<file path="config.mk">
export PLATFORM = sky130hd
export DESIGN_NAME = sq_drain
export DESIGN_NICKNAME = d
export VERILOG_FILES = /design/src/rtl/sq_drain.sv
export SDC_FILE = /design/constraint.sdc
export NUM_CORES = 1
export LEC_CHECK = 0
export BUFFER_PORTS_ARGS = -buffer_cell sky130_fd_sc_hd__buf_2
export CORE_ASPECT_RATIO = 1.1
export CORE_UTILIZATION = 23
export DETAILED_ROUTE_END_ITERATION = 10
export PLACE_DENSITY = 0.51
export SLEW_MARGIN = 20
export SYNTH_ARGS = -nofsm -noshare
export SYNTH_HDL_FRONTEND = slang
export SYNTH_SLANG_ARGS = --single-unit
</file>
<file path="constraint.sdc">
create_clock -name clock -period 2.6 [get_ports clock]
set_input_delay 0.52 -clock clock [delete_from_list [all_inputs] [get_ports clock]]
set_output_delay 0.52 -clock clock [all_outputs]
set_load 0.01 [all_outputs]
</file>
<file path="src/rtl/sq_drain.sv">
// Store-queue drain FSM: retires committed SQ heads, issuing cache writes or MMIO retires.
// Optional perf counters are enabled by defining SQ_DRAIN_PERF_EN.
`ifndef SRC_RANGE
`define SRC_RANGE 63:0
`endif

module sq_drain #(
  parameter  int SQ_DEPTH = 16,
  localparam int PTR_W    = $clog2(SQ_DEPTH) + 1
) (
  input  logic              clock,
  input  logic              reset_n,
  input  logic              flush,
  input  logic              head_valid,
  input  logic              head_ready_to_go,
  input  logic              head_mmio,
  input  logic [`SRC_RANGE] head_store_addr,
  input  logic [`SRC_RANGE] head_store_data,
  input  logic [`SRC_RANGE] head_store_mask,
  input  logic [3:0]        head_store_ls_size,
  output logic              issuing,
  output logic [PTR_W-1:0]  deq_ptr,
  output logic              dcache_req_valid,
  input  logic              dcache_req_ready,
  output logic [`SRC_RANGE] dcache_req_addr,
  output logic [`SRC_RANGE] dcache_req_data,
  output logic [`SRC_RANGE] dcache_req_mask,
  output logic [3:0]        dcache_req_size,
  input  logic              dcache_resp_valid,
  output logic              drain_busy
`ifdef SQ_DRAIN_PERF_EN
  ,
  output logic [63:0]       perf_drain_cnt,
  output logic [63:0]       perf_stall_cnt
`endif
);

  typedef enum logic [1:0] {IDLE, REQ, WAIT_RESP} state_t;

  typedef struct packed {
    logic [`SRC_RANGE] addr;
    logic [`SRC_RANGE] data;
    logic [`SRC_RANGE] mask;
    logic [3:0]        size;
  } sq_pay_t;

  state_t           state, state_nxt;
  logic [PTR_W-1:0] ptr_q, ptr_nxt;
  logic             fp_q, fp_nxt;
  logic             latch, issue_c;
  sq_pay_t          pay_q;

  always_comb begin
    state_nxt = state;
    ptr_nxt   = ptr_q;
    fp_nxt    = fp_q;
    latch     = 1'b0;
    issue_c   = 1'b0;
    unique case (state)
      IDLE: begin
        fp_nxt = 1'b0;
        // flush wins over a committed head: nothing starts in the flush cycle
        if (flush) begin
          ptr_nxt = '0;
        end else if (head_valid && head_ready_to_go) begin
          if (head_mmio) begin
            issue_c = 1'b1;
            ptr_nxt = ptr_q + PTR_W'(1);
          end else begin
            latch     = 1'b1;
            state_nxt = REQ;
          end
        end
      end
      REQ: begin
        if (flush) fp_nxt = 1'b1;
        if (dcache_req_ready) state_nxt = WAIT_RESP;
      end
      WAIT_RESP: begin
        if (flush) fp_nxt = 1'b1;
        if (dcache_resp_valid) begin
          state_nxt = IDLE;
          fp_nxt    = 1'b0;
          // the store still lands in the cache; only the retire is squashed
          if (fp_q || flush) begin
            ptr_nxt = '0;
          end else begin
            issue_c = 1'b1;
            ptr_nxt = ptr_q + PTR_W'(1);
          end
        end
      end
      default: state_nxt = IDLE;
    endcase
  end

  always_ff @(posedge clock or negedge reset_n) begin
    if (!reset_n) begin
      state <= IDLE;
      ptr_q <= '0;
      fp_q  <= 1'b0;
      pay_q <= '0;
    end else begin
      state <= state_nxt;
      ptr_q <= ptr_nxt;
      fp_q  <= fp_nxt;
      if (latch) pay_q <= '{head_store_addr, head_store_data, head_store_mask, head_store_ls_size};
    end
  end

  // gated so an MMIO head cannot pulse issuing while reset is held
  assign issuing          = issue_c & reset_n;
  assign deq_ptr          = ptr_q;
  assign dcache_req_valid = (state == REQ);
  assign dcache_req_addr  = pay_q.addr;
  assign dcache_req_data  = pay_q.data;
  assign dcache_req_mask  = pay_q.mask;
  assign dcache_req_size  = pay_q.size;
  assign drain_busy       = (state != IDLE);

`ifdef SQ_DRAIN_PERF_EN
  always_ff @(posedge clock or negedge reset_n) begin
    if (!reset_n) begin
      perf_drain_cnt <= '0;
      perf_stall_cnt <= '0;
    end else begin
      if (issue_c) perf_drain_cnt <= perf_drain_cnt + 64'd1;
      if (state == REQ && !dcache_req_ready) perf_stall_cnt <= perf_stall_cnt + 64'd1;
    end
  end
`endif

endmodule

</file>
==> metrics.cfg, run 1 <==
[run_status]
run_status = finished clean

[setup_path]
worst_r2r_path_depth = 7
r2r_end = dcache_req_mask[12]
crit_start = state[0]
critical_path_cell_count = 6
cp-start-kind = flop
cp_max_fo = 6
path_buf_inv = 2
path_class = flop to output port
cp.arrival_ns = 1.95
r2r-start = state[0]
critPathRequiredTime_ns = 2.08
critPathCaptureType = output port
cp_cell_sequence = inv_1 > ha_2 > and4b_1 > a32oi_1 > nor2b_1 > buf_2
crit_path_end = issuing
cpMaxStageDelayCell = dfrtp_1
r2r_slack_ns = 0.36
crit_family = flip-flops
critPathMaxStageDelay_ns = 0.43

[clocking]
path_clk_slew_ns = 0.06
cts.sinks = 204
h-tree-depth = 1
clockRootBuffer = clkbuf_16
cts_tree = built
cts_buffers = 24
clockBufferDepth = 3
clock_latency_ns = 0.52

[timing]
tightest_slew_ns = 0.669
finalMaxSlewViolations = 0
fin_setup_tns_ns = 0
post-route-min-period_ns = 2.47
worst_clock_skew_ns = 0.00754
finalCritPeriodShare_pct = 94.9
hold-worst-slack_ns = 0.0605
relSlewSlack_pct = 55.4
setup_viol = 0
finalWorstSetupSlack_ns = 0.132
rsz0062_at_grt = false
hold_viol = 0
fmax_mhz = 405

[final_layout]
n_antenna_cell = 0
nets = 1100
syn2layout_area_growth_pct = 40.5
mostFrequentLayoutCells = buf_2, dfrtp_1, mux2_4
drive_gt1_share_pct = 72.4
regArea_sq_um = 5100
final_cell_area_sq_um = 11800
multi_input_area_sq_um = 3080
final_common_cell = buf_2
fillers = 3674

[floorplanning]
die_h_microns = 203
coreArea_sq_um = 36100
io_pins = 408
initial_core_util_pct = 23.3
rows = 73
die_area_sq_um = 37400
die_w_microns = 184

[power_and_ir_drop]
ir_drop_mv = 0.502
leakage_nw = 5.93
power_density_nw_per_um2 = 1190
power_w = 0.0141

[grt]
antenna_found_initial = 1
grt_max_degree = 113
grt_pass1_vias = 5617
gr-total-overflow = 0
track_usage_pct = 10.9
grt_pass1_wl_microns = 31900

[routing]
drc_errors = 0
vias = 5464
dr.pass1.iters = 4
wl_microns = 21700
drtIter0Drc = 136
drtAntennaViolNets = 0
wire_per_inst_microns = 15.5
viasPerCell = 3.92

[worst_hold_path]
hp-class = primary input to async pin

[yosys]
syn_inst = 469
synth_area_sq_um = 8410
syn_avg_cell_area_sq_um = 17.9
synthDistinctLibCells = 26
yosysSeqAreaShare_pct = 60.7
syn_nets = 679
yosys_warnings = 0
ys_ff_latch = 204

[placed_design]
routabilityCongestion = 0.755
dpl_worst_slack_ns = 0.342
place_hpwl_microns = 15900
port_buffers = 407
placed_area_sq_um = 11000

[run]
max_cap_viol_count = 0

-- through the flow --
step / utilization (%) / instances
2_1_floorplan: - / 469
3_3_place_gp: 30.6 / 1351
3_5_place_dp: 30.6 / 1351
4_1_cts: 32.8 / 1395
5_1_grt: 32.8 / 1395
6_report: 32.8 / 1395
-- worst register-to-register path, cell delays in order, from the launching register on --
cell and delay [ns]:
dfrtp_1 0.43, inv_1 0.10, ha_2 0.23, and4b_1 0.24, nor2b_4 0.22, buf_12 0.24, buf_12 0.28, mux2_2 0.38
-- cell usage after synthesis --
library cell | count | share of area [%]
buf_2 | 5 | 0.30
o221ai_1 | 3 | 0.31
nand4bb_1 | 1 | 0.13
and3_1 | 3 | 0.22
o21ai_0 | 1 | 0.059
nand2b_1 | 4 | 0.30
o2bb2ai_1 | 3 | 0.31
nor3_1 | 1 | 0.059
a21o_1 | 1 | 0.089
mux2_2 | 58 | 7.8
o21a_1 | 1 | 0.089
buf_6 | 17 | 2.3
ha_1 | 6 | 0.89
mux2_4 | 140 | 25
inv_1 | 5 | 0.22
a21oi_1 | 3 | 0.18
a32oi_1 | 1 | 0.10
nand2_1 | 1 | 0.045
nor2b_1 | 4 | 0.30
a211oi_1 | 1 | 0.089
and4b_1 | 1 | 0.12
o32a_1 | 1 | 0.12
mux2i_1 | 2 | 0.24
nor2_1 | 1 | 0.045
o211ai_1 | 1 | 0.089
dfrtp_1 | 204 | 61
-- state kept, by name, summed over array words and instances, names as in the netlist --
signal / count
dcache_req_addr: 64
dcache_req_data: 64
dcache_req_mask: 64
dcache_req_size: 4
deq_ptr: 5
fp_q: 1
state: 2
-- worst min path at each step --
stage / cells past startpoint / end / from / slack (ns)
5_1_grt: 2 / deq_ptr[1] / reset_n / 0.09
2_1_floorplan: 0 / dcache_req_addr[0] / reset_n / 0.22
4_1_cts: 2 / deq_ptr[1] / reset_n / 0.07
3_5_place_dp: 1 / dcache_req_data[18] / dcache_req_data[18] / 0.49
3_3_place_gp: 1 / dcache_req_addr[8] / dcache_req_addr[8] / 0.49
6_report: 2 / deq_ptr[1] / reset_n / 0.06
-- kinds of logic (layout without fill, tap and decap cells) --
kind of cell / Yosys count / count (layout) / share of synthesized area [%]
simple gates: 16 / 16 / 1.22
fa+ha+maj: 6 / 6 / 0.892
buf+inv: 27 / 466 / 2.80
compound gates: 16 / 16 / 1.44
flops: 204 / 204 / 60.7
mux: 200 / 200 / 33.0
-- layout make-up --
type                            instances  share of cell area, %
Sequential cell                       204                   43.2
Multi-Input combinational cell        238                   26.1
Timing Repair Buffer                  417                   18.8
Clock buffer                           34                   6.00
Tap cell                              487                   5.15
Clock inverter                         10                  0.667
Inverter                                5                  0.159
-- power breakdown --
| part | switching [W] | leakage [nW] | internal, W | total, W |
|---|---|---|---|---|
| registers | 0.000821 | 2.46 | 0.00474 | 0.00556 |
| logic | 0.00221 | 3.07 | 0.00299 | 0.00521 |
| clock network | 0.00133 | 0.398 | 0.00199 | 0.00332 |
-- routing by layer --
layer | vias to the layer above | part of all wire [%] | global-route usage [%]
met3 | 29 | 10 | 3.95
met4 | 2 | 1.8 | 3.18
li1 | 2513 | - | -
met5 | - | 0.060 | 0
met2 | 249 | 50 | 19.4
met1 | 2671 | 38 | 12.2
-- repair_timing --
| action | in CTS | in global routing |
|---|---|---|
| hold buffers | 0 | 0 |
| resized for setup | 0 | 1 |
| hold endpoints to repair | 0 | 0 |
| buffers inserted | 0 | 0 |
| endpoints found under the setup margin | 0 | 1 |
Power figures use the tool's default switching activity.
==> inputs of run 2 (changes only) <==
- CELL_PAD_IN_SITES_DETAIL_PLACEMENT: default -> 2
- CELL_PAD_IN_SITES_GLOBAL_PLACEMENT: default -> 2
- PLACE_DENSITY: 0.51 -> 0.68
==> metrics.cfg, run 2 (synthesis results as in run 1) <==
[final_layout]
nets = 1108  ; was 1100
syn2layout_area_growth_pct = 42.5  ; was 40.5%
final_common_cell = buf_2  ; unchanged
fillers = 3828  ; was 3674
drive_gt1_share_pct = 72.5  ; was 72.4%
mostFrequentLayoutCells = buf_2, dfrtp_1, mux2_4  ; unchanged

[routing]
vias = 5740  ; was 5464
wl_microns = 26100  ; was 21700 microns
viasPerCell = 4.07  ; was 3.92
drtIter0Drc = 165  ; was 136
drtAntennaViolNets = 0  ; unchanged
drc_errors = 0  ; unchanged
wire_per_inst_microns = 18.5  ; was 15.5 microns
dr.pass1.iters = 6  ; was 4

[timing]
rsz0062_at_grt = false  ; unchanged
setup_viol = 0  ; unchanged
worst_clock_skew_ns = 0.0114  ; was 0.00754 ns
tightest_slew_ns = 0.755  ; was 0.669 ns
hold_viol = 0  ; unchanged
finalCritPeriodShare_pct = 92.8  ; was 94.9%
finalWorstSetupSlack_ns = 0.187  ; was 0.132 ns
fmax_mhz = 414  ; was 405 MHz
relSlewSlack_pct = 49.7  ; was 55.4%
finalMaxSlewViolations = 0  ; unchanged
post-route-min-period_ns = 2.41  ; was 2.47 ns
fin_setup_tns_ns = 0  ; unchanged

[placed_design]
dpl_worst_slack_ns = 0.352  ; was 0.342 ns
port_buffers = 407  ; unchanged
place_hpwl_microns = 19400  ; was 15900 microns
routabilityCongestion = 0.743  ; was 0.755

[clocking]
path_clk_slew_ns = 0.06  ; about the same
cts_buffers = 26  ; was 24
clockBufferDepth = 3  ; unchanged
clock_latency_ns = 0.54  ; was 0.52 ns
cts.sinks = 204  ; unchanged
clockRootBuffer = clkbuf_16  ; unchanged
h-tree-depth = 1  ; unchanged
cts_tree = built  ; unchanged

[power_and_ir_drop]
leakage_nw = 6.01  ; was 5.93 nW
power_density_nw_per_um2 = 1220  ; was 1190 nW/um^2
ir_drop_mv = 0.505  ; was 0.502 mV

[run]
max_cap_viol_count = 0  ; unchanged

[floorplanning]
rows = 73  ; unchanged
coreArea_sq_um = 36100  ; unchanged
die_h_microns = 203  ; unchanged
die_area_sq_um = 37400  ; unchanged
die_w_microns = 184  ; unchanged
initial_core_util_pct = 23.3  ; unchanged
io_pins = 408  ; unchanged

[setup_path]
critPathMaxStageDelay_ns = 0.44  ; was 0.43 ns
path_buf_inv = 2  ; unchanged
critPathRequiredTime_ns = 2.08  ; about the same
path_class = flop to output port  ; unchanged
cpMaxStageDelayCell = dfrtp_1  ; unchanged
crit_family = flip-flops  ; unchanged
cp-start-kind = flop  ; unchanged
cp_max_fo = 6  ; unchanged
cp_cell_sequence = inv_1 > ha_2 > and4b_1 > a32oi_1 > nor2b_1 > buf_2  ; unchanged
critPathCaptureType = output port  ; unchanged
cp.arrival_ns = 1.89  ; was 1.95 ns

[grt]
grt_pass1_vias = 6744  ; was 5617
antenna_found_initial = 4  ; was 1
track_usage_pct = 13.7  ; was 10.9%
gr-total-overflow = 0  ; unchanged
grt_pass1_wl_microns = 39800  ; was 31900 microns
grt_max_degree = 121  ; was 113

[run_status]
run_status = finished clean  ; unchanged

[worst_hold_path]
hp-class = primary input to flop  ; was primary input to async pin

-- run 2: cell types whose count changed in the layout (fill, tap and decap cells not counted), sizes merged --
cell	before	now
clkbuf	35	41
diode	0	4
buf	416	421
dlygate4sd3	0	1
clkinv	9	7
-- run 2: final timing paths --
path / from / to / slack (ns) / cells past startpoint
setup / recovery: state[0] / issuing / 0.19 / 6
hold / removal: head_store_addr[40] / dcache_req_addr[40] / 0.20 / 2
setup reg to reg: state[0] / dcache_req_addr[37] / 0.39 / 7
hold reg to reg: dcache_req_addr[46] / dcache_req_addr[46] / 0.50 / 1
max in group asynchronous: reset_n / deq_ptr[2] / 1.11 / 3
min in group asynchronous: reset_n / dcache_req_data[1] / 0.46 / 2
-- run 2: repair_timing --
action                                  4_1_cts  5_1_grt
resized for setup                             0        1
endpoints found under the hold margin        24        0
hold buffers                                  1        0
setup buffers                                 0        0
endpoints found under the setup margin        0        1
-- run 2: power by group --
group	internal (W)	switching (W)
clock network	0.00222	0.00143
logic	0.00301	0.00236
registers	0.00474	0.000869
-- run 2: routing by layer --
layer	GRT usage, %	up-vias	part of all wire (%)
met5	0	-	0
met2	24.9	245	51
met4	5.21	0	3.1
met3	4.25	47	8.5
li1	-	2531	-
met1	14.7	2917	37
-- run 2: layout make-up --
| class | instances | area [sq um] | area share [%] |
|---|---|---|---|
| flip-flops and latches | 204 | 5100 | 42.6 |
| inverters | 5 | 18.8 | 0.157 |
| repair buffers | 423 | 2280 | 19.0 |
| clock inverters | 8 | 80.1 | 0.668 |
| well taps | 487 | 609 | 5.08 |
| diodes | 4 | 10.0 | 0.0835 |
| multi-input cells | 238 | 3080 | 25.7 |
| clock buffers | 40 | 803 | 6.70 |
-- run 2: through the flow --
| step | power [W] | hold WS, ns | utilization, % | instances | area, sq um |
|---|---|---|---|---|---|
| final | 0.0146 | 0.204 | 33.2 | 1409 | 12000 |
| after global routing | 0.0155 | 0.174 | 33.2 | 1408 | 12000 |
| after CTS | 0.0149 | 0.163 | 33.2 | 1405 | 12000 |
| after detailed placement | 0.0111 | 0.444 | 30.7 | 1356 | 11100 |
| after global placement | 0.0109 | 0.445 | 30.7 | 1356 | 11100 |
| after floorplan | 0.00856 | 0.224 | - | 469 | 8410 |
==> inputs of run 3 (changes only) <==
- CORE_ASPECT_RATIO: 1.1 -> 0.7
==> metrics.cfg, run 3 (synthesis results as in run 1) <==
[run_status]
run_status = finished clean  ; unchanged

[timing]
setup_viol = 0  ; unchanged
rsz0062_at_grt = false  ; unchanged
hold_viol = 0  ; unchanged
finalWorstSetupSlack_ns = 0.210  ; was 0.187 ns
finalMaxSlewViolations = 0  ; unchanged
worst_clock_skew_ns = 0.00999  ; was 0.0114 ns
relSlewSlack_pct = 52.3  ; was 49.7%
fmax_mhz = 418  ; was 414 MHz
fin_setup_tns_ns = 0  ; unchanged
tightest_slew_ns = 0.715  ; was 0.755 ns
post-route-min-period_ns = 2.39  ; was 2.41 ns
finalCritPeriodShare_pct = 91.9  ; was 92.8%

[floorplanning]
rows = 58  ; was 73
die_w_microns = 231  ; was 184 microns
die_area_sq_um = 37400  ; about the same
coreArea_sq_um = 36000  ; was 36100 sq um
io_pins = 408  ; unchanged
die_h_microns = 162  ; was 203 microns
initial_core_util_pct = 23.4  ; was 23.3%

[placed_design]
dp.cells = 1350  ; was 1356
place_hpwl_microns = 19700  ; was 19400 microns
port_buffers = 407  ; unchanged
routabilityCongestion = 0.715  ; was 0.743
dpl_worst_slack_ns = 0.281  ; was 0.352 ns

[clocking]
path_clk_slew_ns = 0.06  ; about the same
clockBufferDepth = 3  ; unchanged
h-tree-depth = 1  ; unchanged
cts.sinks = 204  ; unchanged
clock_latency_ns = 0.53  ; was 0.54 ns
cts_buffers = 24  ; was 26
post-cts-setup-buffers = 0  ; unchanged
clockRootBuffer = clkbuf_16  ; unchanged
cts_tree = built  ; unchanged

[setup_path]
critPathRequiredTime_ns = 2.08  ; about the same
critPathMaxStageDelay_ns = 0.42  ; was 0.44 ns
path_class = flop to output port  ; unchanged
cp-start-kind = flop  ; unchanged
cp_cell_sequence = inv_1 > ha_2 > and4b_1 > a32oi_1 > nor2b_1 > buf_2  ; unchanged
critPathCaptureType = output port  ; unchanged
cp.arrival_ns = 1.87  ; was 1.89 ns
cp_max_fo = 6  ; unchanged
cpMaxStageDelayCell = dfrtp_1  ; unchanged

[power_and_ir_drop]
seqPwrFrac_pct = 38.7  ; was 38.4%
switching_share_pct = 32.0  ; was 31.8%
ir_drop_mv = 0.421  ; was 0.505 mV
clockPowerShare_pct = 24.7  ; was 24.9%
internal_power_w = 0.00995  ; was 0.00997 W
leakage_nw = 5.99  ; was 6.01 nW
combPwrFrac_pct = 36.6  ; was 36.7%
netSwitchingPower_w = 0.00469  ; was 0.00466 W
power_density_nw_per_um2 = 1220  ; about the same

[grt]
grt_max_degree = 120  ; was 121
track_usage_pct = 13.7  ; about the same
gr-total-overflow = 0  ; unchanged
grt_pass1_wl_microns = 39800  ; about the same
antenna_found_initial = 4  ; unchanged
grt_pass1_vias = 6451  ; was 6744

[final_layout]
drive_gt1_share_pct = 72.6  ; was 72.5%
final_common_cell = buf_2  ; unchanged
final_cells = 1396  ; was 1409
post-route-util_pct = 33.2  ; about the same
mostFrequentLayoutCells = buf_2, dfrtp_1, mux2_4  ; unchanged
syn2layout_area_growth_pct = 42.1  ; was 42.5%
nets = 1107  ; was 1108

[routing]
wl_microns = 26500  ; was 26100 microns
drtAntennaViolNets = 0  ; unchanged
viasPerCell = 4.05  ; was 4.07
wire_per_inst_microns = 19.0  ; was 18.5 microns
drtIter0Drc = 155  ; was 165
vias = 5654  ; was 5740
dr.pass1.iters = 4  ; was 6
drc_errors = 0  ; unchanged

[worst_hold_path]
hp-class = primary input to flop  ; unchanged

[run]
max_cap_viol_count = 0  ; unchanged

## run 3: power by group through the flow
stage               Sequential, W  Clock (W)  Combinational (W)
floorplan                 0.00633          0            0.00223
global placement          0.00560          0            0.00530
detailed placement        0.00568          0            0.00545
CTS                       0.00570    0.00377            0.00547
global route              0.00586    0.00388            0.00574
finish                    0.00567    0.00361            0.00536
## run 3: worst max-delay path: cells and delay by family (launching register included)
kind	cells	cell delay, ns
DFF	1	0.42
buffers and inverters	2	0.26
AOI/OAI and AO/OA	1	0.07
adders and majority gates	1	0.24
and+or+nand+nor	2	0.35
## run 3: per-layer routing
| metal | up-vias | wire, microns | track usage [%] |
|---|---|---|---|
| li1 | 2515 | - | - |
| met1 | 2881 | 11000 | 16.8 |
| met2 | 215 | 12900 | 23.1 |
| met3 | 39 | 2010 | 4.56 |
| met4 | 4 | 595 | 3.52 |
| met5 | - | 27 | 0 |
## run 3: layout make-up
| type | instances | area, sq um |
|---|---|---|
| clock buffers | 34 | 708 |
| fillers | 3787 | 24000 |
| well taps | 480 | 601 |
| repair buffers | 424 | 2290 |
| clock inverters | 10 | 146 |
| diodes | 1 | 2.50 |
| flip-flops and latches | 204 | 5100 |
| inverters | 5 | 18.8 |
| multi-input cells | 238 | 3080 |
## run 3: stage by stage
stage	area (sq um)	hold WS, ns	total power [W]
floorplan	8410	0.224	0.00856
global placement	11100	0.414	0.0109
detailed placement	11100	0.413	0.0111
CTS	11900	0.174	0.0149
global route	12000	0.177	0.0155
finish	12000	0.215	0.0146
## run 3: path summary, 6_finish.rpt
kind	slack, ns	endpoint	depth (start not counted)	startpoint
max in group asynchronous	1.21	dcache_req_mask[24]	3	reset_n
max reg2reg	0.32	dcache_req_mask[35]	7	state[1]
min reg2reg	0.50	dcache_req_data[63]	1	dcache_req_data[63]
min in group asynchronous	0.45	dcache_req_addr[21]	2	reset_n
max	0.21	issuing	6	state[1]
min	0.22	dcache_req_mask[49]	2	head_store_mask[49]
## run 3: repair_timing
| action | 4_1_cts | 5_1_grt |
|---|---|---|
| endpoints found under the hold margin | 15 | 0 |
| hold buffers | 1 | 0 |
| gates resized for setup | 0 | 1 |
| endpoints found under the setup margin | 0 | 1 |
